==> config.mk <==
export PLATFORM = sky130hd
export DESIGN_NAME = qnet_cmd_tx
export DESIGN_NICKNAME = d
export VERILOG_FILES = /design/src/rtl/qnet_cmd_tx.sv
export SDC_FILE = /design/constraint.sdc
export NUM_CORES = 1
export LEC_CHECK = 0
export ABC_AREA = 1
export CAP_MARGIN = 20
export CORE_MARGIN = 2
export CORE_UTILIZATION = 50
export CTS_BUF_LIST = sky130_fd_sc_hd__clkbuf_8
export CTS_CLUSTER_SIZE = 28
export DETAILED_ROUTE_END_ITERATION = 12
export PLACE_DENSITY = 0.88
export SYNTH_ARGS = -nofsm -noshare
export SYNTH_HDL_FRONTEND = slang
export SYNTH_SLANG_ARGS = --single-unit
==> constraint.sdc <==
create_clock -name t_clk_i -period 8.7 [get_ports t_clk_i]
set_clock_uncertainty 0.05 [all_clocks]
set_input_delay 2.61 -clock t_clk_i [delete_from_list [all_inputs] [get_ports t_clk_i]]
set_output_delay 2.61 -clock t_clk_i [all_outputs]
set_load 0.02 [all_outputs]
==> src/rtl/qnet_cmd_tx.sv <==
// qnet_cmd_tx: arbitrates local/network command requests and serialises each into a
// 2-beat AXI-Stream packet with a per-command ack. Optional counters: QNET_TX_STATS_EN.
module qnet_cmd_tx #(
  parameter int unsigned TOUT_CYC = 1024,
  parameter int unsigned TOUT_W   = 11
) (
  input  logic             t_clk_i,
  input  logic             t_rst_i,
  input  logic             channel_up_i,
  input  logic             loc_cmd_req_i,
  input  logic             net_cmd_req_i,
  input  logic [63:0]      header_i,
  input  logic [1:0][31:0] data_i,
  output logic             loc_cmd_ack_o,
  output logic             net_cmd_ack_o,
  output logic [63:0]      m_axis_tdata_o,
  output logic             m_axis_tvalid_o,
  output logic             m_axis_tlast_o,
  input  logic             m_axis_tready_i,
  output logic             busy_o,
  output logic             tout_o,
  input  logic             tout_clr_i,
  output logic [31:0]      pkt_cnt_o,
  output logic [15:0]      drop_cnt_o
);

  typedef enum logic [2:0] {ST_IDLE, ST_HDR, ST_DAT, ST_ACK, ST_REL} state_e;
  typedef enum logic {SRC_LOC, SRC_NET} src_e;

  localparam logic [TOUT_W-1:0] TOUT_MAX = TOUT_W'(TOUT_CYC);

  state_e            state_q, state_d;
  src_e              grant_q, grant_d, last_q, last_d;
  logic [63:0]       hdr_q, hdr_d, dat_q, dat_d;
  logic [TOUT_W-1:0] stall_q, stall_d;
  logic              tout_q, tout_d;
  logic              pkt_evt, drop_evt;
  logic              granted_req, other_req, stalled, tout_set;

  assign granted_req = (grant_q == SRC_LOC) ? loc_cmd_req_i : net_cmd_req_i;
  assign other_req   = (grant_q == SRC_LOC) ? net_cmd_req_i : loc_cmd_req_i;

  always_comb begin
    // NOTE: every variable gets a default first so no path leaves it unassigned (no latch).
    state_d  = state_q;
    grant_d  = grant_q;
    last_d   = last_q;
    hdr_d    = hdr_q;
    dat_d    = dat_q;
    pkt_evt  = 1'b0;
    drop_evt = 1'b0;
    case (state_q)
      ST_IDLE: begin
        if (loc_cmd_req_i || net_cmd_req_i) begin
          if (loc_cmd_req_i && net_cmd_req_i)
            grant_d = (last_q == SRC_NET) ? SRC_LOC : SRC_NET;
          else
            grant_d = loc_cmd_req_i ? SRC_LOC : SRC_NET;
          hdr_d = header_i;
          dat_d = data_i;
          if (channel_up_i) begin
            state_d = ST_HDR;
          end else begin
            drop_evt = 1'b1;
            state_d  = ST_ACK;
          end
        end
      end
      // A link loss abandons the packet even if the beat handshakes this cycle.
      ST_HDR: begin
        if (!channel_up_i) begin
          drop_evt = 1'b1;
          state_d  = ST_ACK;
        end else if (m_axis_tready_i) begin
          state_d = ST_DAT;
        end
      end
      ST_DAT: begin
        if (!channel_up_i) begin
          drop_evt = 1'b1;
          state_d  = ST_ACK;
        end else if (m_axis_tready_i) begin
          pkt_evt = 1'b1;
          state_d = ST_ACK;
        end
      end
      ST_ACK: begin
        last_d  = grant_q;
        state_d = ST_REL;
      end
      // Leave early when the other source waits, so two held requests alternate.
      ST_REL: begin
        if (!granted_req || other_req) state_d = ST_IDLE;
      end
      default: state_d = ST_IDLE;
    endcase
  end

  assign stalled = m_axis_tvalid_o && !m_axis_tready_i;

  always_comb begin
    stall_d = stall_q;
    if (state_q == ST_IDLE || (m_axis_tvalid_o && m_axis_tready_i))
      stall_d = '0;
    else if (stalled && stall_q != TOUT_MAX)
      stall_d = stall_q + 1'b1;
    tout_set = stalled && (stall_d == TOUT_MAX);
    tout_d   = tout_q;
    if (tout_set)        tout_d = 1'b1;
    else if (tout_clr_i) tout_d = 1'b0;
  end

  always_ff @(posedge t_clk_i or posedge t_rst_i) begin
    if (t_rst_i) begin
      state_q <= ST_IDLE;
      grant_q <= SRC_LOC;
      last_q  <= SRC_NET;
      hdr_q   <= '0;
      dat_q   <= '0;
      stall_q <= '0;
      tout_q  <= 1'b0;
    end else begin
      // NOTE: sequential state uses non-blocking assignments so all flops update together.
      state_q <= state_d;
      grant_q <= grant_d;
      last_q  <= last_d;
      hdr_q   <= hdr_d;
      dat_q   <= dat_d;
      stall_q <= stall_d;
      tout_q  <= tout_d;
    end
  end

  assign m_axis_tvalid_o = (state_q == ST_HDR) || (state_q == ST_DAT);
  assign m_axis_tlast_o  = (state_q == ST_DAT);
  assign m_axis_tdata_o  = (state_q == ST_HDR) ? hdr_q :
                           (state_q == ST_DAT) ? dat_q : 64'd0;
  assign loc_cmd_ack_o   = (state_q == ST_ACK) && (grant_q == SRC_LOC);
  assign net_cmd_ack_o   = (state_q == ST_ACK) && (grant_q == SRC_NET);
  assign busy_o          = (state_q != ST_IDLE);
  assign tout_o          = tout_q;

`ifdef QNET_TX_STATS_EN
  logic [31:0] pkt_cnt_q, pkt_cnt_d;
  logic [15:0] drop_cnt_q, drop_cnt_d;

  always_comb begin
    pkt_cnt_d  = pkt_cnt_q  + (pkt_evt  ? 32'd1 : 32'd0);
    drop_cnt_d = drop_cnt_q + (drop_evt ? 16'd1 : 16'd0);
  end

  always_ff @(posedge t_clk_i or posedge t_rst_i) begin
    if (t_rst_i) begin
      pkt_cnt_q  <= '0;
      drop_cnt_q <= '0;
    end else begin
      pkt_cnt_q  <= pkt_cnt_d;
      drop_cnt_q <= drop_cnt_d;
    end
  end

  assign pkt_cnt_o  = pkt_cnt_q;
  assign drop_cnt_o = drop_cnt_q;
`else
  logic stats_unused;
  assign stats_unused = pkt_evt ^ drop_evt;
  assign pkt_cnt_o    = 32'd0;
  assign drop_cnt_o   = 16'd0;
`endif

endmodule

==> flow_summary_export.csv, run 1 <==
group,metric,value,unit
die,coreArea,0.01383,mm^2
detailed_routing,drt_iter0_markers,467,
logic_synthesis,synth-compound-area-share,10.55,%
final_layout,n_antenna_cell,0,
clock_tree,clkTransAtPathRegs,0.07,ns
logic_synthesis,yosys.area_share.simple,23.81,%
outcome,status,"finished clean",
final_layout,drive_gt1_share,4.422,%
global_routing,grt_pass1_vias,5915,
clock_tree,cts-htree-levels,4,
timing,hold_viol,0,
pwr,p_per_area,338.9,mW/mm^2
timing,relSlewSlack,39.08,%
clock_tree,clk_latency,0.44,ns
logic_synthesis,synthCells,910,
timing,max_freq,171.2,MHz
logic_synthesis,avgSynthCellArea,7.744,um^2
die,ios,253,
timing,layout_min_cycle_time,5.842,ns
detailed_routing,vias_per_cell,4.845,
detailed_routing,num_vias,6241,
timing,fin_ws,2.858,ns
final_layout,regArea,0.003630,mm^2
logic_synthesis,synth_top_family_by_area,"simple AND/OR/NAND/NOR gates",
pwr,ir_worst_vdd,0.1752,mV
detailed_routing,ant_nets,0,
detailed_routing,wl_per_cell,13.59,um
die,initial_core_util,50.96,%
pwr,power.leakage,4.623,nW
global_routing,grt_use_total,23.79,%
final_layout,layout-area-overhead-vs-synth,33.97,%
logic_synthesis,yosys.area_share.adder,0.3551,%
placed_design,dpl.hpwl,11.88,mm
timing,fin_setup_tns,0,ns
timing,final-setup-viol-count,0,
clock_tree,hold_buffers,0,
clock_tree,cts_tree,"built",
detailed_routing,dr.pass1.iters,6,
logic_synthesis,yosys_register_bits,145,
global_routing,met1_usage,29.88,%
logic_synthesis,ys_seq_area_share,51.51,%
logic_synthesis,ys_warn_count,0,
die,die_h,122.7,um
critical_path,critical_path_class,"flop to primary output",
global_routing,grt_busiest_layer,"met2",
die,die_w,122.7,um
timing,rsz0062_at_grt,"no",
placed_design,dp_worst_setup_slack,3.189,ns
timing,slew_viol_final,0,
clock_tree,cts_sinks,145,
critical_path,end_kind,"primary output",
clock_tree,post_cts_resized,0,
global_routing,grt_pass1_wl,27.76,mm
critical_path,crit_path_start_kind,"flop",
timing,worst_pin_slew,0.9139,ns
final_layout,n_fill_cell,1105,
timing,period_share,67.15,%
clock_tree,cts_buffer_depth,2,
clock_tree,cts_setup_buffers,0,
global_routing,antenna_found_initial,0,
logic_synthesis,yosysUniqueCellTypes,34,
die,die_area,0.01506,mm^2
logic_synthesis,synth_area,0.007047,mm^2
detailed_routing,wl,17.50,mm
die,fp-row-count,43,
clock_tree,root_buffer,"clkbuf_8",
placed_design,gp_congestion,0.8715,
global_routing,grt_max_degree,101,
final_layout,nets,1234,
logic_synthesis,synthMuxAreaShare,0,%
critical_path,arrival,3.18,ns
global_routing,grtUsageMet3,6.087,%
logic_synthesis,synthXorXnorAreaFrac,0.6214,%
min_path,hold_path.class,"flop to flop",
critical_path,cp_max_fo,44,
global_routing,gr-total-overflow,0,
final_layout,multiInputGateArea,0.002670,mm^2
flow_run,maxCapViolCount,0,
detailed_routing,drc,0,
critical_path,cp.required,6.04,ns
clock_tree,cts_made_buffers,17,
global_routing,met2_usage,39.26,%
placed_design,io_buffers,204,
-- through the flow --
| step | total power [mW] | cells | hold WS, ns | utilization [%] | area (um^2) |
|---|---|---|---|---|---|
| floorplan | 2.075 | 957 | 0.3922 | - | 7223 |
| global placement | 2.608 | 1255 | 0.4037 | 64.90 | 8974 |
| detailed placement | 2.658 | 1255 | 0.4084 | 64.90 | 8974 |
| CTS | 3.205 | 1285 | 0.4267 | 67.79 | 9373 |
| global route | 3.442 | 1288 | 0.4414 | 68.27 | 9440 |
| finish | 3.199 | 1288 | 0.4212 | 68.27 | 9440 |
-- cell type report --
class,instances,area share (%)
repair buffers,210,22.58
inverters,101,4.069
clock inverters,7,0.8748
multi-input cells,622,28.28
flip-flops and latches,145,38.45
clock buffers,23,3.353
well taps,180,2.386
-- cell usage in the layout, fill, tap and decap left out, types with 2 or more instances in the layout --
cell             count
nor2_1              23
clkinv_2             3
nand2_1            373
nand4_1              2
o21ai_0            131
o22ai_1              5
inv_1               99
nor3_1               3
o31ai_1              2
inv_2                2
nand3_1             10
a21oi_1              2
bufinv_16            2
xor2_1               4
buf_12               2
nand3b_1             2
dfrtp_1            144
clkdlybuf4s50_1    204
nand2_2              4
buf_4                3
nand3_4              2
conb_1              48
clkbuf_8            23
ha_1                 2
-- logic make-up (layout without fill, tap and decap cells) --
logic type | count (synthesis) | after routing
fa+ha+maj | 2 | 2
other cells | 1 | 48
buf+inv | 190 | 341
xor+xnor | 5 | 5
simple gates | 423 | 423
compound gates | 144 | 144
flops | 145 | 145
-- where the power goes --
part	switching [mW]	internal [mW]	leakage (nW)
sequential	0.127	0.985	1.80
combinational	0.956	0.598	2.60
clock	0.239	0.294	0.216
-- path summary, 6_finish.rpt --
kind / from / endpoint / slack, ns / cells past startpoint
worst min register to register: hdr_q[62] / hdr_q[62] / 0.42 / 2
max in group asynchronous: t_rst_i / dat_q[37] / 4.89 / 4
worst max register to register: state_q[1] / hdr_q[11] / 5.90 / 7
worst min-delay path: hdr_q[62] / hdr_q[62] / 0.42 / 2
worst max-delay path: state_q[0] / m_axis_tdata_o[22] / 2.86 / 6
min in group asynchronous: t_rst_i / dat_q[52] / 2.57 / 2
-- flip-flops by register name, summed over array words and instances, names as in the netlist --
signal / cells
state_q: 3
hdr_q: 64
last_q: 1
tout_o: 1
dat_q: 64
stall_q: 11
grant_q: 1
-- routing by layer --
layer / part of all wire (%) / vias up
met5: 0 / -
met4: 2.5 / 0
met2: 49 / 237
met3: 7.4 / 34
met1: 41 / 2902
li1: - / 3068
-- critical path, cell delays in order, from the launching register on --
cell and delay, ns:
dfrtp_1 0.45, inv_1 0.13, nand3_4 0.42, inv_1 0.82
nand2_1 0.13, o21ai_0 0.13, clkdlybuf4s50_1 0.65
-- cell usage after synthesis (all sizes together) --
library cell	number	area [um^2]
a221oi	1	8.760
o31ai	2	15.01
nor3	3	15.01
nand4	2	12.51
dfrtp	144	3603
clkbuf	22	82.58
clkinv	1	3.750
ha	2	25.02
a22o	1	8.760
xnor2	1	8.760
xor2	4	35.03
nor2	25	103.9
inv	100	375.4
nand2	378	1436
a21oi	3	18.77
o22ai	5	31.28
buf	67	461.7
dfstp	1	26.28
o21ai	132	660.6
nand3b	2	15.01
conb	1	3.750
nand3	13	95.09
Power figures use the tool's default switching activity.
==> run 2: changes to the inputs <==
- CORE_UTILIZATION: 50 -> 47
- PLACE_DENSITY: 0.88 -> 0.83
- clock period: 8.7 -> 5.9 ns (I/O delays scaled with it)
==> run 2 against run 1 <==
Against the previous run:
- first-iteration DRC count is 15% lower
- sequential cell count stayed put
- clock power is 76% higher
- worst setup slack worse by 2.0 ns
- sequential share of layout area is 0.28 points lower
- count of clock-buffer cells in the layout is 5 lower
- sequential power is 49% higher
- highest routed layer unchanged
- critical path depth stayed put
- global-route usage is 1.5 points lower
==> flow_summary_export.csv, run 2 (synthesis gave the netlist of run 1 again) <==
group,metric,value,unit
outcome,status,"finished clean",
final_layout,n_antenna_cell,0,
global_routing,grt_use_total,22.33,%
critical_path,crit_path_start_kind,"flop",
final_layout,layout-area-overhead-vs-synth,34.94,%
final_layout,final_common_cell,"nand2_1",
die,die_w,126.4,um
timing,fin_ws,0.9074,ns
global_routing,grt_max_degree,198,
critical_path,timing.rr.end,"tout_o",
critical_path,reg2reg_setup_slack,3.45,ns
detailed_routing,wl,17.46,mm
die,die_h,126.4,um
min_path,min_from,"hdr_q[28]",
detailed_routing,num_vias,6115,
timing,rsz0062_at_grt,"no",
placed_design,io_buffers,204,
timing,layout_min_cycle_time,4.993,ns
placed_design,dp_worst_setup_slack,1.347,ns
min_path,hold_depth,2,
critical_path,arrival,3.17,ns
critical_path,end_kind,"primary output",
critical_path,r2r_start,"state_q[0]",
final_layout,reg.largest.list,"dat_q x64, hdr_q x64, stall_q x11",
timing,max_freq,200.3,MHz
clock_tree,clk_latency,0.44,ns
critical_path,critPathMaxStageDelay,0.82,ns
clock_tree,clkTransAtPathRegs,0.08,ns
final_layout,n_fill_cell,1205,
detailed_routing,vias_per_cell,4.729,
detailed_routing,dr.pass1.iters,5,
die,initial_core_util,48.30,%
clock_tree,root_buffer,"clkbuf_8",
pwr,ir_worst_vdd,0.2767,mV
critical_path,rr_worst_depth,9,
critical_path,crit_slowest_cell,"inv_1",
final_layout,nets,1233,
final_layout,final_cell_mix,"nand2_1 (373), clkdlybuf4s50_1 (204), dfrtp_1 (144)",
critical_path,cp.required,4.08,ns
pwr,p_per_area,511.7,mW/mm^2
pwr,power.leakage,4.644,nW
global_routing,grt_pass1_vias,5910,
clock_tree,cts-htree-levels,4,
timing,hold_ws,0.4245,ns
clock_tree,hold_buffers,0,
detailed_routing,drt_iter0_markers,398,
clock_tree,cts_made_buffers,17,
timing,period_share,84.62,%
detailed_routing,wl_per_cell,13.50,um
timing,fin_setup_tns,0,ns
clock_tree,cts_tree,"built",
placed_design,placed_cells,1260,
clock_tree,cts_setup_buffers,0,
die,coreArea,0.01459,mm^2
die,die_area,0.01599,mm^2
die,fp-row-count,44,
final_layout,drive_gt1_share,4.509,%
timing,final-setup-viol-count,0,
detailed_routing,ant_nets,0,
timing,slew_viol_final,0,
timing,hold_viol,0,
min_path,holdPathEnd,"hdr_q[28]",
global_routing,gr-total-overflow,0,
critical_path,critical_path_class,"flop to primary output",
final_layout,final_cells,1293,
critical_path,cp_max_fo,44,
clock_tree,cts_buffer_depth,2,
die,ios,253,
detailed_routing,drc,0,
timing,worst_pin_slew,0.8470,ns
placed_design,dpl.hpwl,12.03,mm
flow_run,maxCapViolCount,0,
critical_path,path_cells,"inv_2 > nand3_4 > inv_1 > nand2_1 > o21ai_0 > clkdlybuf4s50_1",
min_path,hold_path.class,"flop to flop",
clock_tree,post_cts_resized,0,
global_routing,grt_pass1_wl,28.58,mm
clock_tree,cts_sinks,145,
timing,relSlewSlack,43.53,%
global_routing,antenna_found_initial,0,
placed_design,gp_congestion,0.8621,
-- run 2: changes by cell type in the layout (fill, tap and decap cells not counted) --
cell | before | now
clkinv_2 | 3 | 1
clkbuf_8 | 23 | 18
buf_12 | 2 | 1
inv_6 | 1 | 4
bufinv_16 | 2 | 6
clkinv_4 | 0 | 1
clkinvlp_4 | 0 | 1
-- run 2: power by group --
| part | switching (mW) | internal (mW) | total, mW |
|---|---|---|---|
| sequential | 0.199 | 1.45 | 1.65 |
| combinational | 1.40 | 0.878 | 2.28 |
| clock | 0.381 | 0.558 | 0.939 |
-- run 2: layout make-up --
| cell class | count | area [um^2] | area share, % |
|---|---|---|---|
| sequential | 145 | 3630 | 38.17 |
| multi-input combinational | 622 | 2670 | 28.08 |
| timing repair buffer | 209 | 2112 | 22.21 |
| inverter | 101 | 384.1 | 4.039 |
| clock buffer | 18 | 247.7 | 2.605 |
| clock inverter | 14 | 235.2 | 2.474 |
| tap | 184 | 230.2 | 2.421 |
-- run 2: per-stage QoR --
| step | cell area (um^2) | utilization, % | total power, mW |
|---|---|---|---|
| detailed placement | 8999 | 61.68 | 3.938 |
| global route | 9509 | 65.18 | 5.242 |
| finish | 9509 | 65.18 | 4.866 |
| floorplan | 7223 | - | 3.060 |
| CTS | 9482 | 64.99 | 4.896 |
| global placement | 8999 | 61.68 | 3.865 |
-- run 2: worst max-delay path: cells and delay by family (launching register included) --
kind	cells	cell delay (ns)
buffers and inverters	3	1.60
AND/OR/NAND/NOR	2	0.56
flip-flops	1	0.40
AO/OA/AOI/OAI	1	0.13
-- run 2: worst max path at each step --
stage                from  depth (start not counted)            endpoint
2_1_floorplan     t_rst_i                          1            dat_q[0]
3_3_place_gp   state_q[0]                          5  m_axis_tdata_o[63]
3_5_place_dp   state_q[0]                          6   m_axis_tdata_o[8]
4_1_cts        state_q[2]                          6   m_axis_tdata_o[8]
5_1_grt        state_q[0]                          6  m_axis_tdata_o[12]
6_report       state_q[2]                          6   m_axis_tdata_o[8]
-- run 2: layer usage --
metal	part of all wire, %	up-vias	track usage (%)
met5	0	-	0
met4	2.7	0	9.244
met3	7.7	33	6.622
met2	47	224	35.67
met1	42	2787	28.51
li1	-	3071	-
==> run 3: changes to the inputs <==
- CORE_UTILIZATION: 47 -> 42
- PLACE_DENSITY: 0.83 -> 0.79
- clock period: 5.9 -> 4.24 ns (I/O delays scaled with it)
==> run 3 against run 2 <==
Against the previous run:
- utilization shrank 7.5 points
- wire length is 0.33% higher
- die area up 12%
- count of clock-buffer cells in the layout did not move
- design area hardly changed
- first-iteration DRC count is 16% lower
- critical path type unchanged
==> flow_summary_export.csv, run 3 (synthesis gave the netlist of run 1 again) <==
group,metric,value,unit
critical_path,r2r_start,"state_q[0]",
final_layout,final_cell_mix,"nand2_1 (373), clkdlybuf4s50_1 (204), dfrtp_1 (144)",
timing,final-setup-viol-count,0,
global_routing,antenna_found_initial,0,
placed_design,placed_area,0.009090,mm^2
critical_path,crit_family,"buffers and inverters",
global_routing,grt_pass1_vias,5869,
critical_path,cp.required,2.92,ns
critical_path,path_cells,"inv_1 > nand3_4 > inv_1 > a22o_1 > clkdlybuf4s50_1",
global_routing,grt_pass1_wl,28.52,mm
min_path,hold_path.class,"flop to flop",
critical_path,end_kind,"primary output",
final_layout,drive_gt1_share,4.775,%
clock_tree,cts_buffer_depth,2,
die,initial_core_util,42.80,%
pwr,p_per_area,695.1,mW/mm^2
global_routing,gr-total-overflow,0,
global_routing,grt_max_degree,198,
detailed_routing,dr.pass1.iters,5,
timing,layout_min_cycle_time,3.941,ns
global_routing,grt_use_total,20.22,%
timing,hold_ws,0.4264,ns
clock_tree,clkTransAtPathRegs,0.08,ns
detailed_routing,ant_nets,0,
critical_path,crit_top_cell,"inv_1",
placed_design,dpl.hpwl,12.08,mm
final_layout,reg.largest.list,"dat_q x64, hdr_q x64, stall_q x11",
final_layout,nets,1235,
placed_design,io_buffers,204,
pwr,power,6.606,mW
placed_design,placed_cells,1299,
timing,rsz0062_at_grt,"no",
timing,fin_setup_tns,0,ns
timing,relSlewSlack,41.94,%
detailed_routing,num_vias,6055,
pwr,ir_worst_vdd,0.3796,mV
timing,max_freq,253.7,MHz
die,die_area,0.01783,mm^2
min_path,min_from,"dat_q[20]",
clock_tree,cts-htree-levels,4,
critical_path,crit_buf_inv,3,
timing,period_share,92.95,%
placed_design,dp_worst_setup_slack,0.6395,ns
timing,fin_ws,0.2989,ns
clock_tree,cts_tree,"built",
critical_path,arrival,2.62,ns
final_layout,n_antenna_cell,0,
critical_path,reg2reg_setup_slack,2.00,ns
die,coreArea,0.01647,mm^2
critical_path,rr_worst_depth,13,
timing,worst_pin_slew,0.8699,ns
clock_tree,clk_latency,0.44,ns
critical_path,critPathMaxStageDelay,0.64,ns
critical_path,cp.depth,5,
detailed_routing,wl_per_cell,13.17,um
clock_tree,cts_setup_buffers,0,
detailed_routing,wl,17.52,mm
critical_path,crit_slowest_cell,"clkdlybuf4s50_1",
clock_tree,cts_sinks,145,
outcome,status,"finished clean",
final_layout,fin_util,57.72,%
detailed_routing,drt_iter0_markers,336,
clock_tree,root_buffer,"clkbuf_8",
critical_path,critical_path_class,"flop to primary output",
clock_tree,cts_made_buffers,17,
final_layout,layout-area-overhead-vs-synth,34.87,%
die,die_h,133.5,um
critical_path,cp_max_fo,25,
min_path,hold_depth,2,
die,ios,253,
critical_path,critPathLaunch,"state_q[0]",
detailed_routing,drc,0,
timing,hold_viol,0,
timing,slew_viol_final,0,
detailed_routing,vias_per_cell,4.553,
placed_design,gp_congestion,0.8280,
final_layout,final_cells,1330,
final_layout,stdcell_area,0.009504,mm^2
flow_run,maxCapViolCount,0,
die,fp-row-count,47,
final_layout,final_common_cell,"nand2_1",
die,die_w,133.5,um
critical_path,crit_path_start_kind,"flop",
pwr,power.leakage,4.608,nW
run 3: cell count changes in the layout (fill, tap and decap cells not counted):
cell,before,now
bufinv_16,6,3
clkinvlp_4,1,4
buf_12,1,3
clkinv_4,1,3
inv_6,4,2
buf_16,1,0
buf_4,3,4
clkinv_1,1,0
clkinv_2,1,2
inv_1,99,98
run 3: timing repair:
action	in CTS	in global routing
hold buffers	0	0
endpoints found under the setup margin	0	7
gates resized for setup	0	1
run 3: report_power, final:
| group | internal (mW) | switching (mW) | total, mW |
|---|---|---|---|
| combinational | 1.24 | 1.94 | 3.18 |
| sequential | 2.02 | 0.277 | 2.30 |
| clock | 0.596 | 0.536 | 1.13 |
| total | 3.86 | 2.75 | 6.61 |
run 3: final timing paths:
path                                      end
setup / recovery           m_axis_tdata_o[63]
hold / removal                      dat_q[20]
setup reg to reg                       tout_o
hold reg to reg                     dat_q[20]
max in group asynchronous            dat_q[5]
min in group asynchronous           hdr_q[19]
run 3: area by class of cell:
type                    count  area, um^2
fillers                  1503        6962
flip-flops and latches    145        3630
multi-input cells         622        2670
repair buffers            211        2132
inverters                 101       386.6
well taps                 220       275.3
clock buffers              18       247.7
clock inverters            13       162.7
run 3: metal layers:
metal  up-vias  GRT usage (%)  share of wire (%)
met5         -              0                  0
li1       3069              -                  -
met4         0          8.156                2.3
met2       191          33.16                 49
met3        32          4.985                5.7
met1      2763          25.78                 43
run 3: tightest hold or removal path, delay by kind of cell, from the launching register on:
family        cells  cell delay [ns]
flops             1             0.35
simple gates      2             0.10
